`config.mk`:
```
export PLATFORM = sky130hd
export DESIGN_NAME = nibble_packer_flat
export DESIGN_NICKNAME = d
export VERILOG_FILES = /design/src/rtl/nibble_pkg.sv /design/src/rtl/nibble_packer_if.sv /design/src/rtl/nibble_packer_out_reg.sv /design/src/rtl/nibble_packer.sv /design/src/flat_wrapper.sv
export SDC_FILE = /design/constraint.sdc
export NUM_CORES = 1
export LEC_CHECK = 0
export ABC_CLOCK_PERIOD_IN_PS = 2000
export CAP_MARGIN = 20
export CORE_MARGIN = 1
export CORE_UTILIZATION = 48
export CTS_CLUSTER_DIAMETER = 200
export DETAILED_ROUTE_END_ITERATION = 8
export PLACE_DENSITY = 0.76
export SLEW_MARGIN = 20
export SYNTH_ARGS = -nofsm -noshare
export SYNTH_HDL_FRONTEND = slang
export SYNTH_HIERARCHICAL = 1
export SYNTH_SLANG_ARGS = --single-unit
```
`constraint.sdc`:
```
create_clock -name clk -period 2 [get_ports clk]
set_input_delay 0.4 -clock clk [delete_from_list [all_inputs] [get_ports clk]]
set_output_delay 0.4 -clock clk [all_outputs]
set_load 0.02 [all_outputs]
```
`src/rtl/nibble_pkg.sv`:
```
// Shared definitions for the nibble packer: default geometry, accumulator
// state encoding and the out_cnt width helper.
package nibble_pkg;

   localparam int NIB_W_DEF         = 4;
   localparam int NIBS_PER_WORD_DEF = 4;

   typedef enum logic [0:0] {
      ACC_EMPTY = 1'b0,
      ACC_PART  = 1'b1
   } acc_state_t;

   // Wide enough to hold the full count NIBS_PER_WORD, not just 0..N-1.
   function automatic int cnt_w(input int nibs_per_word);
      return $clog2(nibs_per_word) + 1;
   endfunction

endpackage

```
`src/rtl/nibble_packer_if.sv`:
```
// Nibble-in / word-out handshake bundle for nibble_packer.
// out_par exists only when NIBBLE_PACKER_PARITY_EN is defined.
interface nibble_packer_if
   import nibble_pkg::*;
#(
   parameter int NIB_W         = NIB_W_DEF,
   parameter int NIBS_PER_WORD = NIBS_PER_WORD_DEF
);

   localparam int CW = cnt_w(NIBS_PER_WORD);
   localparam int DW = NIB_W * NIBS_PER_WORD;

   // Both sides: a beat transfers on a rising edge where valid && ready;
   // valid must not wait on ready, and payload is stable while valid && !ready.
   logic             in_valid;
   logic             in_ready;
   logic [NIB_W-1:0] in_d;
   logic             in_last;

   logic             out_valid;
   logic             out_ready;
   logic [DW-1:0]    out_data;
   logic [CW-1:0]    out_cnt;
   logic             out_last;
`ifdef NIBBLE_PACKER_PARITY_EN
   logic             out_par;

   modport slave (
      input  in_valid, in_d, in_last, out_ready,
      output in_ready, out_valid, out_data, out_cnt, out_last, out_par
   );

   modport master (
      output in_valid, in_d, in_last, out_ready,
      input  in_ready, out_valid, out_data, out_cnt, out_last, out_par
   );
`else
   modport slave (
      input  in_valid, in_d, in_last, out_ready,
      output in_ready, out_valid, out_data, out_cnt, out_last
   );

   modport master (
      output in_valid, in_d, in_last, out_ready,
      input  in_ready, out_valid, out_data, out_cnt, out_last
   );
`endif

endinterface

```
`src/rtl/nibble_packer_out_reg.sv`:
```
// Output word register: loads a closed word, holds it under back-pressure,
// drains on transfer. Parity bit present with NIBBLE_PACKER_PARITY_EN.
module nibble_out_reg
   import nibble_pkg::*;
#(
   parameter int DW = NIB_W_DEF * NIBS_PER_WORD_DEF,
   parameter int CW = cnt_w(NIBS_PER_WORD_DEF)
) (
   input  logic          clk,
   input  logic          rst,
   input  logic          load,
   input  logic [DW-1:0] load_data,
   input  logic [CW-1:0] load_cnt,
   input  logic          load_last,
`ifdef NIBBLE_PACKER_PARITY_EN
   input  logic          load_par,
   output logic          out_par,
`endif
   input  logic          out_ready,
   output logic          out_valid,
   output logic [DW-1:0] out_data,
   output logic [CW-1:0] out_cnt,
   output logic          out_last
);

   // load is only raised when the slot is free or draining this cycle, so a
   // held word is never overwritten; after a plain drain the payload holds.
   always_ff @(posedge clk or negedge rst) begin
      if (!rst) begin
         out_valid <= 1'b0;
         out_data  <= '0;
         out_cnt   <= '0;
         out_last  <= 1'b0;
`ifdef NIBBLE_PACKER_PARITY_EN
         out_par   <= 1'b0;
`endif
      end else if (load) begin
         out_valid <= 1'b1;
         out_data  <= load_data;
         out_cnt   <= load_cnt;
         out_last  <= load_last;
`ifdef NIBBLE_PACKER_PARITY_EN
         out_par   <= load_par;
`endif
      end else if (out_ready) begin
         out_valid <= 1'b0;
      end
   end

endmodule

```
`src/rtl/nibble_packer.sv`:
```
// Packs a valid/ready nibble stream into NIBS_PER_WORD-nibble words with an
// early close on in_last. Optional out_par via NIBBLE_PACKER_PARITY_EN.
module nibble_packer
   import nibble_pkg::*;
#(
   parameter int NIB_W         = NIB_W_DEF,
   parameter int NIBS_PER_WORD = NIBS_PER_WORD_DEF
) (
   input  logic            clk,
   input  logic            rst,
   nibble_packer_if.slave  bus,
   output acc_state_t      state
);

   localparam int CW = cnt_w(NIBS_PER_WORD);
   localparam int DW = NIB_W * NIBS_PER_WORD;

   logic [DW-1:0] acc_data;
   logic [CW-1:0] acc_cnt;
   logic [CW-1:0] next_cnt;
   logic [DW-1:0] word_data;
   logic          in_xfer;
   logic          close;

   // Stalls on any pending word, even one this nibble would not replace.
   assign bus.in_ready = !bus.out_valid || bus.out_ready;
   assign in_xfer      = bus.in_valid && bus.in_ready;
   assign next_cnt     = acc_cnt + CW'(1);
   assign close        = in_xfer && (bus.in_last || next_cnt == CW'(NIBS_PER_WORD));

   // Lanes above acc_cnt are already zero because the accumulator clears on close.
   always_comb begin
      word_data = acc_data;
      for (int i = 0; i < NIBS_PER_WORD; i++) begin
         if (CW'(i) == acc_cnt) begin
            word_data[i*NIB_W +: NIB_W] = bus.in_d;
         end
      end
   end

   always_ff @(posedge clk or negedge rst) begin
      if (!rst) begin
         state    <= ACC_EMPTY;
         acc_data <= '0;
         acc_cnt  <= '0;
      end else if (in_xfer) begin
         if (close) begin
            state    <= ACC_EMPTY;
            acc_data <= '0;
            acc_cnt  <= '0;
         end else begin
            state    <= ACC_PART;
            acc_data <= word_data;
            acc_cnt  <= next_cnt;
         end
      end
   end

`ifdef NIBBLE_PACKER_PARITY_EN
   logic word_par;
   assign word_par = ^word_data;
`endif

   nibble_out_reg #(
      .DW (DW),
      .CW (CW)
   ) u_out_reg (
      .clk       (clk),
      .rst       (rst),
      .load      (close),
      .load_data (word_data),
      .load_cnt  (next_cnt),
      .load_last (bus.in_last),
`ifdef NIBBLE_PACKER_PARITY_EN
      .load_par  (word_par),
      .out_par   (bus.out_par),
`endif
      .out_ready (bus.out_ready),
      .out_valid (bus.out_valid),
      .out_data  (bus.out_data),
      .out_cnt   (bus.out_cnt),
      .out_last  (bus.out_last)
   );

endmodule
```
`src/flat_wrapper.sv`:
```
// flat-port wrapper written by rule: the top's interface ports become plain ports
module nibble_packer_flat import nibble_pkg::*;
#(
   parameter int NIB_W         = NIB_W_DEF,
   parameter int NIBS_PER_WORD = NIBS_PER_WORD_DEF
)
  (clk, rst, state, bus_in_valid, bus_in_d, bus_in_last, bus_out_ready, bus_in_ready, bus_out_valid, bus_out_data, bus_out_cnt, bus_out_last);
  nibble_packer_if #(.NIB_W(NIB_W), .NIBS_PER_WORD(NIBS_PER_WORD)) bus_i ();
  input  logic clk;
  input  logic rst;
  output acc_state_t state;
  input wire logic [$bits(bus_i.in_valid)-1:0] bus_in_valid;
  input wire logic [$bits(bus_i.in_d)-1:0] bus_in_d;
  input wire logic [$bits(bus_i.in_last)-1:0] bus_in_last;
  input wire logic [$bits(bus_i.out_ready)-1:0] bus_out_ready;
  output wire logic [$bits(bus_i.in_ready)-1:0] bus_in_ready;
  output wire logic [$bits(bus_i.out_valid)-1:0] bus_out_valid;
  output wire logic [$bits(bus_i.out_data)-1:0] bus_out_data;
  output wire logic [$bits(bus_i.out_cnt)-1:0] bus_out_cnt;
  output wire logic [$bits(bus_i.out_last)-1:0] bus_out_last;
  assign bus_i.in_valid = bus_in_valid;
  assign bus_i.in_d = bus_in_d;
  assign bus_i.in_last = bus_in_last;
  assign bus_i.out_ready = bus_out_ready;
  assign bus_in_ready = bus_i.in_ready;
  assign bus_out_valid = bus_i.out_valid;
  assign bus_out_data = bus_i.out_data;
  assign bus_out_cnt = bus_i.out_cnt;
  assign bus_out_last = bus_i.out_last;
  nibble_packer #(.NIB_W(NIB_W), .NIBS_PER_WORD(NIBS_PER_WORD)) u_core (.clk(clk), .rst(rst), .bus(bus_i), .state(state));
endmodule
```
==> run summary, run 1 <==
Die W = 66.4 um
Gr usage total = 21.7%
Worst hold path class = input port to async pin
DR WL/cell = 18.1 um
Most common flop cell mapped by yosys = dfrtp_1
Yosys Warn Count = 6
Worst path bufs/invs = 3
Share of cells above drive strength 1 = 31.4%
Non-Filler Instances = 238
Synthesized area = 1990 um2
Pins Over Slew Limit = 0
Netlist cell types = 27
Core area = 4000 um2
Most frequent cells in the layout = dfrtp_1 (41), clkdlybuf4s50_1 (29), mux2_4 (19)
Setup violations, final = 0
Final Cycle Share = 97.0%
Ranking of synthesized cells by area = dfrtp_1 (52%), mux2_4 (14%), mux2_2 (9.6%)
Initial antenna violation count = 0
Area delta synth->final = 24.5%
Die Y-Extent = 66.4 um
Worst hold margin = 0.0749 ns
Detailed placement HPWL = 2970 um
FMAX = 0.515 GHz
Pwr dens = 1120 nW/um2
Slew HR = 65.6%
Largest net degree at the start of global routing = 22
Synth top area share = 51.5%
CTS tree = built
Number of synthesized flops with an enable pin = 0
Crit-path cells = clkdlybuf4s50_1 -> and2b_1 -> inv_1 -> clkdlybuf4s15_1
Maximum VDD drop = 0.000614 V
DRC Markers = 0
Seq/Total Area, Yosys = 51.5%
Vias = 1330
Routed vias/inst = 5.59
Critical path required time = 1.60 ns
Hold Fails Final Rpt = 0
Hold Buf Count CTS = 0
CP peak stage delay = 0.47 ns
Violation count after the first detailed-route iteration = 64
First-pass GRT wire length = 6850 um
Syn_area_per_cell = 13.5 um2
Largest buffer count on any clock path = 2
Final WS setup = 0.0595 ns
TritonRoute pass-1 iters = 4
Number of global-route vias before repair = 1361
Clk slew on worst S/H paths = 0.07 ns
CP Max Fanout = 5
Syn Nets = 162
Layout net count = 203
Tmin final = 1.94 ns
Worst slew pin tran = 0.515 ns
Row count = 23
Worst path slowest cell = clkdlybuf4s50_1
Placed inst area = 2390 um2
Clock sinks = 41
Routed Antenna Nets = 0
Initial core utilization = 49.8%
Critical path's top delay family = buffers and inverters
Root Buffer = clkbuf_8
Die ar. = 4410 um2
Worst-skew pair later-pin latency = 0.29 ns
IO Count = 32
CP arrival = 1.54 ns
Synth async-reset ratio = 100%
Post-synthesis instance total = 147
CTS buffer count = 5
Area leader, netlist = dfrtp_1
Max-cap violations = 0
Total negative setup slack = 0 ns
Commonest non-fill, non-tap cell in the layout = dfrtp_1
Number of port buffers = 31
GPL Wtd Cong = 0.798
Register bit total from synthesis = 41
Drt total wl = 4310 um
# fillers = 297
H-tree levels = 2
Leakage = 1.16 nW
Outcome = completed
Finished Cell Area = 2480 um2
Startpoint Class = input port
Crit Path Class = input port to output pin
RSZ-0062 raised after global routing = no
Remaining Overflow, GRT = 0
Antenna Cells = 0
Placed Cells = 231
Place WS = -0.236 ns
Crit path capture type = output pin
Worst Skew = 0.00347 ns
==> kinds of logic (layout without fill, tap and decap cells) <==
logic type,Yosys count,in the layout,synth area share [%]
AOI/OAI and AO/OA,31,31,11.3
adders and majority gates,6,6,3.77
buffers and inverters,15,56,4.52
DFF,41,41,51.5
muxes,36,36,23.9
and+or+nand+nor,18,18,4.90
==> synth_stat cells (2+ instances only) <==
master	n
o21ai_0	14
inv_1	6
ha_1	6
a32o_1	8
nand2b_1	2
buf_6	4
buf_2	3
dfrtp_1	41
a22o_1	4
mux2_4	19
a211o_1	2
nand2_1	7
mux2_2	17
==> worst reg2reg max path: stages, from the launching register on <==
cell and delay [ns]:
dfrtp_1 0.43, ha_1 0.25, ha_1 0.21, nor2_2 0.22, nor2_2 0.07, buf_4 0.21, mux2_4 0.32
==> per-stage QoR <==
stage               util [%]  total power [mW]
floorplan                  -              1.81
global placement        59.8              2.20
detailed placement      59.8              2.25
CTS                     61.9              2.79
global route            62.0              2.91
finish                  62.0              2.78
==> final timing paths <==
path / start / end / slack, ns / cells past startpoint
worst max-delay path: bus_out_ready / bus_in_ready / 0.06 / 4
worst min-delay path: rst / u_core/u_out_reg/out_data[2] / 0.07 / 1
worst max register to register: u_core/acc_cnt[0] / u_core/u_out_reg/out_data[4] / 0.17 / 6
worst min register to register: u_core/acc_data[9] / u_core/acc_data[9] / 0.50 / 1
max in group asynchronous: rst / u_core/u_out_reg/out_data[13] / 1.44 / 2
min in group clk: u_core/acc_data[9] / u_core/acc_data[9] / 0.50 / 1
==> flip-flops by register name (all words and copies together), names as in the netlist <==
register,flops
u_core/acc_data,16
u_core/u_out_reg/out_data,16
u_core/acc_cnt,3
u_core/u_out_reg/out_cnt,3
u_core/state,1
u_core/u_out_reg/out_last,1
u_core/u_out_reg/out_valid,1
==> per-layer routing <==
layer | vias up | wire [um] | track usage (%)
met4 | 0 | 62 | 9.57
met1 | 680 | 1930 | 28.7
met2 | 37 | 2170 | 34.3
met5 | - | 0 | 0
met3 | 6 | 146 | 4.14
li1 | 607 | - | -
==> where the power goes <==
group / switching [mW] / internal, mW / leakage (nW) / total (mW)
registers: 0.126 / 1.02 / 0.544 / 1.15
clock network: 0.269 / 0.274 / 0.0443 / 0.543
logic: 0.483 / 0.603 / 0.574 / 1.09
total: 0.878 / 1.90 / 1.16 / 2.78
==> what timing repair did <==
action | CTS | global route
cloned | 0 | 0
pin swaps | 0 | 0
endpoints found under the setup margin | 1 | 1
resized for setup | 1 | 1
buffers inserted | 0 | 0
==> final cells by class <==
type	count	area [um2]	area share, %
flip-flops and latches	41	1030	41.4
well taps	50	62.6	2.52
inverters	7	26.3	1.06
clock buffers	7	86.3	3.48
multi-input cells	91	877	35.4
repair buffers	42	400	16.2
(Power assumes the default switching activity.)
==> run 2, diff against run 1 <==
- CORE_UTILIZATION: 48 -> 33
- PLACE_DENSITY: 0.76 -> 0.56
==> run summary, run 2 (synthesis gave the netlist of run 1 again) <==
Critical path required time = 1.60 ns (about the same)
Largest buffer count on any clock path = 2 (unchanged)
Worst r2r src = u_core/acc_cnt[0] (unchanged)
Worst slew pin tran = 0.503 ns (was 0.515 ns)
Die Y-Extent = 79.7 um (was 66.4 um)
Remaining Overflow, GRT = 0 (unchanged)
TritonRoute pass-1 iters = 4 (unchanged)
Die ar. = 6350 um2 (was 4410 um2)
Worst hold path class = input port to async pin (unchanged)
Final Cycle Share = 96.8% (was 97.0%)
Hold Fails Final Rpt = 0 (unchanged)
Worst Skew = 0.00560 ns (was 0.00347 ns)
Clk slew on worst S/H paths = 0.08 ns (was 0.07 ns)
Core area = 5680 um2 (was 4000 um2)
Tmin final = 1.94 ns (about the same)
Final WS setup = 0.0650 ns (was 0.0595 ns)
Routed vias/inst = 4.99 (was 5.59)
Root Buffer = clkbuf_8 (unchanged)
Leakage = 1.18 nW (was 1.16 nW)
Vias = 1318 (was 1330)
# fillers = 534 (was 297)
Largest regs = u_core/acc_data x16, u_core/u_out_reg/out_data x16 (unchanged)
Maximum VDD drop = 0.000374 V (was 0.000614 V)
Max-cap violations = 0 (unchanged)
Antenna Cells = 0 (unchanged)
Detailed placement HPWL = 3070 um (was 2970 um)
Number of global-route vias before repair = 1412 (was 1361)
Place WS = -0.239 ns (was -0.236 ns)
Area delta synth->final = 27.0% (was 24.5%)
Layout net count = 206 (was 203)
Crit path capture type = output pin (unchanged)
Setup violations, final = 0 (unchanged)
R2R setup slack = 0.23 ns (was 0.17 ns)
Worst hold margin = 0.0582 ns (was 0.0749 ns)
CTS tree = built (unchanged)
Drt total wl = 4210 um (was 4310 um)
Clock sinks = 41 (unchanged)
Worst-skew pair later-pin latency = 0.30 ns (was 0.29 ns)
Worst r2r path cells = 5 (was 6)
Largest net degree at the start of global routing = 22 (unchanged)
Pwr Total = 2.76 mW (was 2.78 mW)
Commonest non-fill, non-tap cell in the layout = dfrtp_1 (unchanged)
Pwr dens = 1090 nW/um2 (was 1120 nW/um2)
DRC Markers = 0 (unchanged)
Crit Path Class = input port to output pin (unchanged)
Slew HR = 66.4% (was 65.6%)
Gr usage total = 15.4% (was 21.7%)
Reg-to-Reg End = u_core/acc_data[3] (was u_core/u_out_reg/out_data[4])
FMAX = 0.517 GHz (was 0.515 GHz)
CP Max Fanout = 4 (was 5)
Most frequent cells in the layout = dfrtp_1 (41), clkdlybuf4s50_1 (29), mux2_4 (19) (unchanged)
Pins Over Slew Limit = 0 (unchanged)
Total negative setup slack = 0 ns (unchanged)
Routed Antenna Nets = 0 (unchanged)
Number of port buffers = 31 (unchanged)
First-pass GRT wire length = 7150 um (was 6850 um)
Post-CTS setup buffer count = 0 (unchanged)
CTS buffer count = 5 (unchanged)
IO Count = 32 (unchanged)
Initial antenna violation count = 0 (unchanged)
Hold Buf Count CTS = 0 (unchanged)
Row count = 27 (was 23)
RSZ-0062 raised after global routing = no (unchanged)
Critical path origin = bus_out_ready (unchanged)
DR WL/cell = 15.9 um (was 18.1 um)
Violation count after the first detailed-route iteration = 38 (was 64)
GPL Wtd Cong = 0.787 (was 0.798)
Core Util, Final = 44.6% (was 62.0%)
Initial core utilization = 35.1% (was 49.8%)
Outcome = completed (unchanged)
Die W = 79.7 um (was 66.4 um)
Share of cells above drive strength 1 = 33.3% (was 31.4%)
H-tree levels = 2 (unchanged)
CP arrival = 1.54 ns (about the same)
Startpoint Class = input port (unchanged)
==> run 2: cell types whose count changed in the layout (fill, tap and decap cells not counted), sizes merged <==
cell / previous run / this run
buf: 12 / 15
clkbuf: 7 / 5
clkinv: 0 / 2
clkinvlp: 0 / 1
==> run 2: worst max path at each step <==
stage                                        endpoint  slack (ns)  cells after the start
after CTS                                bus_in_ready        0.04                      4
after global routing                     bus_in_ready        0.02                      4
after detailed placement                 bus_in_ready       -0.24                      4
final                                    bus_in_ready        0.06                      4
after floorplan           u_core/u_out_reg/out_cnt[0]        0.08                      7
after global placement                   bus_in_ready       -0.23                      4
==> run 2: area by class of cell <==
class / count / area [um2] / area share [%]
Sequential cell: 41 / 1030 / 40.6
Tap cell: 72 / 90.1 / 3.56
Clock buffer: 5 / 68.8 / 2.72
Multi-Input combinational cell: 91 / 877 / 34.7
Timing Repair Buffer: 45 / 423 / 16.7
Inverter: 7 / 26.3 / 1.04
Clock inverter: 3 / 17.5 / 0.693
==> run 2: critical path, cell delays in order <==
cell	delay, ns
clkdlybuf4s50_1	0.47
and2b_1	0.21
inv_1	0.13
clkdlybuf4s15_1	0.32
==> run 2: where the power goes <==
part           total (mW)  internal (mW)  switching (mW)
Combinational        1.09          0.611           0.475
Clock               0.534          0.241           0.294
Sequential           1.14           1.02           0.116
Total                2.76           1.87           0.885
==> run 2: per-stage QoR <==
step / instance area (um2) / cells
3_5_place_dp: 2440 / 256
3_3_place_gp: 2440 / 256
5_1_grt: 2530 / 264
4_1_cts: 2530 / 264
6_report: 2530 / 264
2_1_floorplan: 1990 / 147
==> run 2: repair_timing <==
action / 4_1_cts / 5_1_grt
gates resized for setup: 1 / 1
hold endpoints to repair: 0 / 0
setup endpoints to repair: 1 / 1
==> run 2: metal layers <==
layer  share of wire, %  GRT usage [%]  wire [um]
met5                  0              0          0
met1                 47           20.6       1970
met4                2.5           7.64        105
met3                4.2           3.43        176
met2                 46           23.2       1960
